File: src/rtl/dac_sweep_ctrl_if.sv
// ---------------------------------------------------------------------------
// dac_sweep_ctrl_if : packed two-channel DAC stream (tdata/tvalid)
// Revision: 1.0
// ---------------------------------------------------------------------------
`default_nettype none

interface dac_sweep_ctrl_if #(
  parameter int AXIS_TDATA_WIDTH = 32
) ();

  logic [AXIS_TDATA_WIDTH-1:0] tdata;
  logic                        tvalid;

  modport master (
    output tdata,
    output tvalid
  );

  modport slave (
    input tdata,
    input tvalid
  );

endinterface

`default_nettype wire

File: src/rtl/dac_sweep_ctrl.sv
// ---------------------------------------------------------------------------
// dac_sweep_ctrl : triangle-ramp sweep sequencer with manual-write arbitration
// Revision: 1.0
// ---------------------------------------------------------------------------
`default_nettype none

module dac_sweep_ctrl #(
  parameter int DAC_DATA_WIDTH   = 14,
  parameter int AXIS_TDATA_WIDTH = 32,
  parameter int DWELL_WIDTH      = 16
) (
  input  wire                      clk,
  input  wire                      rst_ni,
  input  wire                      start_i,
  input  wire                      stop_i,
  input  wire                      ch_sel_i,
  input  wire [DAC_DATA_WIDTH-1:0] lo_i,
  input  wire [DAC_DATA_WIDTH-1:0] hi_i,
  input  wire [DAC_DATA_WIDTH-1:0] step_i,
  input  wire [DWELL_WIDTH-1:0]    dwell_i,
  input  wire [7:0]                cycles_i,
  input  wire                      man_we_i,
  input  wire                      man_sel_i,
  input  wire [DAC_DATA_WIDTH-1:0] man_data_i,
  dac_sweep_ctrl_if.master         dac_o,
  output logic                     busy_o,
  output logic                     done_o,
  output logic                     err_o,
  output logic                     man_drop_o,
  output logic [7:0]               sweep_cnt_o
);

  localparam int DW  = DAC_DATA_WIDTH;
  localparam int PAD = AXIS_TDATA_WIDTH / 2 - DAC_DATA_WIDTH;

  typedef enum logic [1:0] {
    S_IDLE = 2'd0,
    S_UP   = 2'd1,
    S_DOWN = 2'd2,
    S_DONE = 2'd3
  } state_t;

  state_t               state_q, state_d;
  logic                 ch_q, ch_d;
  logic [DW-1:0]        lo_q, lo_d;
  logic [DW-1:0]        hi_q, hi_d;
  logic [DW-1:0]        step_q, step_d;
  logic [DWELL_WIDTH-1:0] dwell_q, dwell_d;
  logic [7:0]           cycles_q, cycles_d;
  logic [DW-1:0]        code_q, code_d;
  logic [DWELL_WIDTH-1:0] dcnt_q, dcnt_d;
  logic                 fin_q, fin_d;
  logic [DW-1:0]        dac1_q, dac1_d;
  logic [DW-1:0]        dac2_q, dac2_d;
  logic [7:0]           scnt_q, scnt_d;
  logic                 busy_q, busy_d;
  logic                 done_q, done_d;
  logic                 err_q, err_d;
  logic                 drop_q, drop_d;
  logic                 tvalid_q;

  logic                 man_ok;
  logic                 sweep_wr;
  logic                 dwell_end;
  logic [DW:0]          up_sum;
  logic signed [DW:0]   dn_diff;
  logic [7:0]           scnt_inc;

  always_comb begin
    state_d   = state_q;
    ch_d      = ch_q;
    lo_d      = lo_q;
    hi_d      = hi_q;
    step_d    = step_q;
    dwell_d   = dwell_q;
    cycles_d  = cycles_q;
    code_d    = code_q;
    dcnt_d    = dcnt_q;
    fin_d     = fin_q;
    dac1_d    = dac1_q;
    dac2_d    = dac2_q;
    scnt_d    = scnt_q;
    err_d     = err_q;
    sweep_wr  = 1'b0;

    man_ok    = man_we_i && ((state_q == S_IDLE) || (man_sel_i != ch_q));
    drop_d    = man_we_i && !man_ok;
    up_sum    = {1'b0, code_q} + {1'b0, step_q};
    dn_diff   = $signed({1'b0, code_q}) - $signed({1'b0, step_q});
    scnt_inc  = (scnt_q == 8'hFF) ? scnt_q : scnt_q + 8'd1;
    dwell_end = (dcnt_q == dwell_q);

    case (state_q)
      S_IDLE: begin
        if (start_i && !stop_i) begin
          if ((lo_i >= hi_i) || (step_i == '0)) begin
            err_d = 1'b1;
          end else begin
            err_d    = 1'b0;
            ch_d     = ch_sel_i;
            lo_d     = lo_i;
            hi_d     = hi_i;
            step_d   = step_i;
            dwell_d  = dwell_i;
            cycles_d = cycles_i;
            code_d   = lo_i;
            dcnt_d   = '0;
            fin_d    = 1'b0;
            scnt_d   = 8'd0;
            sweep_wr = 1'b1;
            state_d  = S_UP;
          end
        end
      end

      S_UP, S_DOWN: begin
        if (stop_i) begin
          state_d = S_IDLE;
        end else if (!dwell_end) begin
          dcnt_d = dcnt_q + DWELL_WIDTH'(1);
        end else begin
          dcnt_d = '0;
          if (state_q == S_UP) begin
            sweep_wr = 1'b1;
            if (up_sum >= {1'b0, hi_q}) begin
              code_d  = hi_q;
              state_d = S_DOWN;
            end else begin
              code_d = up_sum[DW-1:0];
            end
          end else if (fin_q) begin
            // Final lo has served its dwell.
            state_d = S_DONE;
          end else begin
            sweep_wr = 1'b1;
            if (dn_diff <= $signed({1'b0, lo_q})) begin
              code_d = lo_q;
              scnt_d = scnt_inc;
              // lo is held in UP so the next rising code follows its dwell directly.
              if ((cycles_q != 8'd0) && (scnt_inc == cycles_q)) begin
                fin_d = 1'b1;
              end else begin
                state_d = S_UP;
              end
            end else begin
              code_d = dn_diff[DW-1:0];
            end
          end
        end
      end

      S_DONE: begin
        state_d = S_IDLE;
      end

      default: begin
        state_d = S_IDLE;
      end
    endcase

    // Manual write lands first so a same-cycle sweep start overrides its channel.
    if (man_ok) begin
      if (man_sel_i) dac2_d = man_data_i;
      else           dac1_d = man_data_i;
    end
    if (sweep_wr) begin
      if (ch_d) dac2_d = code_d;
      else      dac1_d = code_d;
    end

    busy_d = (state_d == S_UP) || (state_d == S_DOWN);
    done_d = (state_d == S_DONE);
  end

  always_ff @(posedge clk or negedge rst_ni) begin
    if (!rst_ni) begin
      state_q  <= S_IDLE;
      ch_q     <= 1'b0;
      lo_q     <= '0;
      hi_q     <= '0;
      step_q   <= '0;
      dwell_q  <= '0;
      cycles_q <= 8'd0;
      code_q   <= '0;
      dcnt_q   <= '0;
      fin_q    <= 1'b0;
      dac1_q   <= '0;
      dac2_q   <= '0;
      scnt_q   <= 8'd0;
      busy_q   <= 1'b0;
      done_q   <= 1'b0;
      err_q    <= 1'b0;
      drop_q   <= 1'b0;
      tvalid_q <= 1'b0;
    end else begin
      state_q  <= state_d;
      ch_q     <= ch_d;
      lo_q     <= lo_d;
      hi_q     <= hi_d;
      step_q   <= step_d;
      dwell_q  <= dwell_d;
      cycles_q <= cycles_d;
      code_q   <= code_d;
      dcnt_q   <= dcnt_d;
      fin_q    <= fin_d;
      dac1_q   <= dac1_d;
      dac2_q   <= dac2_d;
      scnt_q   <= scnt_d;
      busy_q   <= busy_d;
      done_q   <= done_d;
      err_q    <= err_d;
      drop_q   <= drop_d;
      tvalid_q <= 1'b1;
    end
  end

  assign dac_o.tdata  = {{PAD{1'b0}}, dac2_q, {PAD{1'b0}}, dac1_q};
  assign dac_o.tvalid = tvalid_q;
  assign busy_o       = busy_q;
  assign done_o       = done_q;
  assign err_o        = err_q;
  assign man_drop_o   = drop_q;
  assign sweep_cnt_o  = scnt_q;

endmodule

`default_nettype wire

File: src/flat_wrapper.sv
// flat-port wrapper written by rule: the top's interface ports become plain ports
module dac_sweep_ctrl_flat 
#(
  parameter int DAC_DATA_WIDTH   = 14,
  parameter int AXIS_TDATA_WIDTH = 32,
  parameter int DWELL_WIDTH      = 16
)
  (clk, rst_ni, start_i, stop_i, ch_sel_i, lo_i, hi_i, step_i, dwell_i, cycles_i, man_we_i, man_sel_i, man_data_i, busy_o, done_o, err_o, man_drop_o, sweep_cnt_o, dac_o_tdata, dac_o_tvalid);
  dac_sweep_ctrl_if #(.AXIS_TDATA_WIDTH(AXIS_TDATA_WIDTH)) dac_o_i ();
  input  wire clk;
  input  wire rst_ni;
  input  wire start_i;
  input  wire stop_i;
  input  wire ch_sel_i;
  input  wire [DAC_DATA_WIDTH-1:0] lo_i;
  input  wire [DAC_DATA_WIDTH-1:0] hi_i;
  input  wire [DAC_DATA_WIDTH-1:0] step_i;
  input  wire [DWELL_WIDTH-1:0] dwell_i;
  input  wire [7:0] cycles_i;
  input  wire man_we_i;
  input  wire man_sel_i;
  input  wire [DAC_DATA_WIDTH-1:0] man_data_i;
  output logic busy_o;
  output logic done_o;
  output logic err_o;
  output logic man_drop_o;
  output logic [7:0] sweep_cnt_o;
  output wire logic [$bits(dac_o_i.tdata)-1:0] dac_o_tdata;
  output wire logic [$bits(dac_o_i.tvalid)-1:0] dac_o_tvalid;
  assign dac_o_tdata = dac_o_i.tdata;
  assign dac_o_tvalid = dac_o_i.tvalid;
  dac_sweep_ctrl #(.DAC_DATA_WIDTH(DAC_DATA_WIDTH), .AXIS_TDATA_WIDTH(AXIS_TDATA_WIDTH), .DWELL_WIDTH(DWELL_WIDTH)) u_core (.clk(clk), .rst_ni(rst_ni), .start_i(start_i), .stop_i(stop_i), .ch_sel_i(ch_sel_i), .lo_i(lo_i), .hi_i(hi_i), .step_i(step_i), .dwell_i(dwell_i), .cycles_i(cycles_i), .man_we_i(man_we_i), .man_sel_i(man_sel_i), .man_data_i(man_data_i), .dac_o(dac_o_i), .busy_o(busy_o), .done_o(done_o), .err_o(err_o), .man_drop_o(man_drop_o), .sweep_cnt_o(sweep_cnt_o));
endmodule
File: config.mk
export PLATFORM = sky130hd
export DESIGN_NAME = dac_sweep_ctrl_flat
export DESIGN_NICKNAME = d
export VERILOG_FILES = /design/src/rtl/dac_sweep_ctrl_if.sv /design/src/rtl/dac_sweep_ctrl.sv /design/src/flat_wrapper.sv
export SDC_FILE = /design/constraint.sdc
export NUM_CORES = 1
export LEC_CHECK = 0
export BUFFER_PORTS_ARGS = -buffer_cell sky130_fd_sc_hd__buf_2
export CORE_ASPECT_RATIO = 0.9
export CORE_UTILIZATION = 30
export CTS_BUF_LIST = sky130_fd_sc_hd__clkbuf_8
export DETAILED_ROUTE_END_ITERATION = 7
export MAX_ROUTING_LAYER = met4
export SETUP_SLACK_MARGIN = 0.02
export SYNTH_ARGS = -nofsm -noshare
export SYNTH_HDL_FRONTEND = slang
export SYNTH_SLANG_ARGS = --single-unit
File: constraint.sdc
create_clock -name clk -period 5.4 [get_ports clk]
set_clock_uncertainty 0.15 [all_clocks]
set_input_delay 0.54 -clock clk [delete_from_list [all_inputs] [get_ports clk]]
set_output_delay 0.54 -clock clk [all_outputs]
set_load 0.02 [all_outputs]
Yosys cells after proc, flatten, opt, wreduce, memory -nomap -nowiden:

Cells that the tools add are included.

* logic and storage cells: 123
* register bits after elaboration: 141
* output and inout port bits: 45

* eq/ne operators: 17
* bitwise logic cells: 1
* reduce and logical (&&, ||, !) cells: 19
* mux-type cells: 61
* add/sub/neg operators: 4
* order comparisons: 3

Operator list (number)
* $mux 14: 16
* $mux 16: 4
* $mux 8: 8
* $pmux 16 s2: 1
* $pmux 14 s2: 1
* $mux 1: 18
* $mux 2: 9
* $add 16x1->16 const B: 1
* $eq 16x16->1: 1
* $pmux 8 s2: 1
* $add 14x14->15: 1
* $ge 15x14->1: 1
* $le 15x15->1: 1
* $sub 14x14->15: 1
* $ge 14x14->1: 1
* $logic_not 14->1: 1
* $ne 2x2->1 const B: 5
* $add 8x1->8 const B: 1
* $eq 2x2->1 const B: 4
* $eq 8x8->1: 1
* $eq 8x8->1 const B: 1
* $reduce_and 8->1: 1
* $reduce_bool 8->1: 1
* $pmux 2 s3: 1
* 15 further kinds: 24

Depth between registers and ports, before layout:

* word-level depth: 13
* gate-level depth with buffers: 20

Worst setup path after synthesis:

No wires, ideal clock.

* path kind: register to register
* start: register u_core.code_q[6]
* end: register u_core.busy_q, in the netlist u_core.busy_o
* cell stages (with the launch flop): 20
* required time: 5.124 ns
* arrival time: 4.132 ns
* path slack: 0.992 ns
* path through: dfrtp_1 ha_1 clkbuf_1 nor2_1 a211oi_1 nor3_1 a211o_1 mux2i_1 nand2_1 ha_1 nand3_1 nor2_1 a2111oi_0 o211a_1 a21boi_1 buf_2 a211oi_1 a21oi_1 o21ba_2 ha_1

* cells in the longest elaborated chain, start to end: 10
* elaborated cells on any way between the ends: 14

RTL lines
* from (decl): line dac_sweep_ctrl.sv:50 `logic [DW-1:0] code_q, code_d;`
* from (signal assigned): line dac_sweep_ctrl.sv:203 `code_q <= code_d;`
* $sub 14x14->15: line dac_sweep_ctrl.sv:89 `dn_diff = $signed({1'b0, code_q}) - $signed({1'b0, step_q});`
* $le 15x15->1: line dac_sweep_ctrl.sv:136 `if (dn_diff <= $signed({1'b0, lo_q})) begin`
* $mux 2: line dac_sweep_ctrl.sv:136
* $mux 2: line dac_sweep_ctrl.sv:131 `end else if (fin_q) begin`
* $mux 2 (*): line dac_sweep_ctrl.sv:123 `if (state_q == S_UP) begin`
* $mux 2 (*): line dac_sweep_ctrl.sv:119 `end else if (!dwell_end) begin`
* $mux 2 (*): line dac_sweep_ctrl.sv:117 `if (stop_i) begin`
* $pmux 2 s3 (*): line dac_sweep_ctrl.sv:93 `case (state_q)`
* net u_core.state_d[0]: line dac_sweep_ctrl.sv:43 `state_t state_q, state_d;`
* $eq 2x1->1 or $eq 2x2->1 (tied branches): line dac_sweep_ctrl.sv:171 `busy_d = (state_d == S_UP) || (state_d == S_DOWN);`
* $logic_or 1x1->1 (*): line dac_sweep_ctrl.sv:171
* net u_core.busy_d: line dac_sweep_ctrl.sv:56 `logic busy_q, busy_d;`
* to (signal assigned): line dac_sweep_ctrl.sv:209 `busy_q <= busy_d;`
* to (decl): line dac_sweep_ctrl.sv:56

The timed path passes the listed nets; every way through them passes the cells marked *.
A chain may end at the register's enable or synchronous reset.

Final worst setup path:

* start: register u_core.code_q[6]
* end: register u_core.dac1_q[1]

* cells in the longest elaborated chain, start to end: 10
* elaborated cells on any way between the ends: 13

RTL lines
* $sub 14x14->15: line dac_sweep_ctrl.sv:89
* $le 15x15->1: line dac_sweep_ctrl.sv:136
* $mux 14: line dac_sweep_ctrl.sv:136
* $mux 14: line dac_sweep_ctrl.sv:131
* $mux 14 (*): line dac_sweep_ctrl.sv:123
* $mux 14 (*): line dac_sweep_ctrl.sv:119
* $mux 14 (*): line dac_sweep_ctrl.sv:117
* $pmux 14 s2 (*): line dac_sweep_ctrl.sv:93
* $mux 14 (*): line dac_sweep_ctrl.sv:167 `if (ch_d) dac2_d = code_d;`
* $mux 14 (*): line dac_sweep_ctrl.sv:166 `if (sweep_wr) begin`
* net u_core.dac1_d[1]: line dac_sweep_ctrl.sv:53 `logic [DW-1:0] dac1_q, dac1_d;`
* to (signal assigned): line dac_sweep_ctrl.sv:187 `dac1_q <= '0;`
* to (signal assigned): line dac_sweep_ctrl.sv:206 `dac1_q <= dac1_d;`
* to (decl): line dac_sweep_ctrl.sv:53

Marks and branches as above.

==> flow_summary.toml <==
[routing]
drc_errors = 0
vias = 8732
firstDrtPassIters = 6
final_antenna_net_count = 0
avgRoutedWirePerCell_um = 18.9
post_drt_via_cell_ratio = 5.24
postRouteWirelength_um = 31500
detailedRoute.firstIterationViolations = 603

[die]
floorplan_die_width_um = 194
die_height_um = 175
top_level_ports = 132
row_count = 62
fp.coreArea_mm2 = 0.0322
starting_density_of_the_core = 0.308
floorplan.die_area_mm2 = 0.0338

[cells_and_area]
mostFrequentLayoutCells = "sky130_fd_sc_hd__dfrtp_1 (141), sky130_fd_sc_hd__buf_2 (126), sky130_fd_sc_hd__nand2_1 (104)"
final_net_count = 1400
mostFrequentLayoutCell = "sky130_fd_sc_hd__dfrtp_1"
drive_gt1_frac = 0.209
area_growth_syn_to_layout_pct = 16.0

[critical_path]
critPathRequiredTime_ps = 5580
worst_path_most_repeated_cell = "sky130_fd_sc_hd__buf_4"
regToRegSetupSlack_ps = 340
crit_fanout = 12
critical_path.startpoint = "u_core.code_q[6]"
critical_path.max_stage_delay_ps = 550
startpoint_type = "flop"
r2r_end = "u_core.dac1_q[1]"
ordered_list_of_cells_on_the_worst_path = "ha_1, nor2_1, a211oi_1, buf_4, nor3_1, a211o_1, mux2i_1, nand2_1, ha_1, nand3_1, nor2_1, o211ai_1, o211a_1, buf_4, and3_1, buf_4, a221o_1, a21oi_1, a21oi_1"
ff2ff_path_depth = 19
crit_path_top_delay_cell = "sky130_fd_sc_hd__ha_1"
timing.critical_path.buf_inv = 3
cp_data_arrival_time_ps = 5240
rr_startpoint = "u_core.code_q[6]"
worst_path_dominant_cell_family = "compound AO/OA/AOI/OAI gates"
critical_path.endpoint_type = "flop"
worst-setup-path-type = "flop to flop"

[sta]
achievable-frequency_ghz = 0.198
report.final.setup_viol = 0
worstMarginPinSlew_ps = 1030
tns_setup_ps = 0
setup_ws_ps = 342
fin_crit_sh = 0.937
rsz0062_at_grt = "no"
crit_path_time_final_ps = 5060
slew-limit-headroom = 0.302
maxSlewViolCount = 0
finalHoldViolations = 0

[yosys]
ys_seq_area_frac = 0.356
ys.flop_type = "sky130_fd_sc_hd__dfrtp_1"
warning_count_from_the_yosys_run = 0
syn_avg_cell_area_um2 = 8.90
post-synth-top-area-cell = "sky130_fd_sc_hd__dfrtp_1"
asyncSetResetFlopFracSynth = 1.00
synth_edf_count = 0
count_of_state_elements_after_synthesis = 141
synth_area_mm2 = 0.00992
yosysTopAreaCellShare = 0.356
synth_cell_types = 75
synth_cells = 1115
post_synth_main_area_contributors = "sky130_fd_sc_hd__dfrtp_1 (36%), sky130_fd_sc_hd__ha_1 (9.6%), sky130_fd_sc_hd__mux2_2 (6.0%), sky130_fd_sc_hd__o21ai_0 (4.4%), sky130_fd_sc_hd__nand2_1 (3.9%)"

[grt]
largest_net_degree_at_the_start_of_global_routing = 105
antenna_found_initial = 3
gr-total-overflow = 0
grt_util_all_layers = 0.196
vias_in_the_first_global_route = 8786
grt_first_pass_wirelength_um = 50000

[placed_design]
hpwl_after_dpl_um = 24300
pre_cts_ws_ps = 368
place.gp.congestion = 0.953
buffer_ports.inserted = 127

[cts]
clock_pin_slew_of_the_registers_on_the_worst_case_setup_and_hold_paths_ps = 90
tritoncts_clock_tree = "built"
ctsLongestPathBuffers = 2
postCtsHoldBufs = 0
clk_latency_ps = 470
cts_max_level = 4
clock_sink_count = 141
cts_buffers = 17
cts-root-buf = "sky130_fd_sc_hd__clkbuf_8"

[power_and_ir_drop]
power_per_unit_of_standard_cell_area_mw_per_mm2 = 381
peakVddDrop_v = 0.000227
static-leakage-power_nw = 5.31

[min_path]
worstHoldPathType = "primary input to async pin"

[run_status]
status = "finished, final reports clean"

[flow_run]
drv_cap = 0
how the worst max path moves through the flow:
| stage | cells after the start | end | slack [ps] |
|---|---|---|---|
| after floorplan | 19 | u_core.busy_o | 990 |
| after global placement | 18 | u_core.dac2_q[7] | 360 |
| after detailed placement | 18 | u_core.dac1_q[7] | 370 |
| after CTS | 16 | u_core.sweep_cnt_o[3] | 340 |
| after global routing | 16 | u_core.sweep_cnt_o[4] | 20 |
| final | 19 | u_core.dac1_q[1] | 340 |
final cells by class:
class | instances | area, µm²
Tap cell | 416 | 520
Clock buffer | 19 | 262
Multi-Input combinational cell | 833 | 5840
Clock inverter | 11 | 169
Timing Repair Buffer | 155 | 852
Fill cell | 3316 | 20700
Sequential cell | 141 | 3530
Inverter | 87 | 327
Antenna cell | 3 | 7.51
cell usage after synthesis (all sizes together) (25+ instances only):
cell type  count
dfrtp        141
nand3         33
ha            76
mux2          53
clkbuf        29
nor2          70
nand2        105
buf           28
inv           87
xor2          25
a21oi         63
o21ai         89
through the flow:
| step | cells | instance area [µm²] | util | total power (W) | hold slack (ps) |
|---|---|---|---|---|---|
| floorplan | 1118 | 9930 | - | 0.00278 | 94.4 |
| global placement | 1632 | 11100 | 0.343 | 0.00340 | 360 |
| detailed placement | 1632 | 11100 | 0.343 | 0.00341 | 371 |
| CTS | 1662 | 11500 | 0.357 | 0.00439 | 76.6 |
| global route | 1665 | 11500 | 0.358 | 0.00472 | 97.8 |
| finish | 1665 | 11500 | 0.358 | 0.00439 | 44.5 |
layer usage:
metal / GRT usage / up-vias / wire, µm
met5: - / - / 0
met4: 0.0450 / 0 / 363
met3: 0.0413 / 21 / 1660
met2: 0.319 / 237 / 15100
met1: 0.250 / 4231 / 14500
li1: - / 4243 / -
report_power, final:
group / switching, W / leakage [nW] / internal (W)
clock: 0.000451 / 0.211 / 0.000522
sequential: 0.000144 / 1.77 / 0.00124
combinational: 0.00119 / 3.33 / 0.000841
total: 0.00179 / 5.31 / 0.00260
sequential cells by signal, summed over array words and instances (netlist names), 2 cells and up:
| register | count |
|---|---|
| u_core.sweep_cnt_o | 8 |
| u_core.state_q | 2 |
| u_core.hi_q | 14 |
| u_core.dac1_q | 14 |
| u_core.dac2_q | 14 |
| u_core.dwell_q | 16 |
| u_core.cycles_q | 8 |
| u_core.dcnt_q | 16 |
| u_core.lo_q | 14 |
| u_core.step_q | 14 |
| u_core.code_q | 14 |
kinds of logic (layout without fill, tap and decap cells):
family | count (synthesis) | in the layout | synth area share
AND/OR/NAND/NOR | 328 | 328 | 0.161
AO/OA/AOI/OAI | 305 | 305 | 0.205
buffers and inverters | 144 | 272 | 0.0591
flip-flops | 141 | 141 | 0.356
adder cells (fa/ha/maj) | 78 | 78 | 0.0999
multiplexers | 69 | 69 | 0.0763
XOR/XNOR | 48 | 48 | 0.0424
other | 2 | 8 | 0.000757
repair_timing:
item                                   in CTS  in global routing
endpoints found under the hold margin       0                  0
buffers inserted                            0                  0
resized for setup                           0                  4
setup endpoints to repair                   0                 21
No activity file was read; power rests on OpenSTA's default activity.
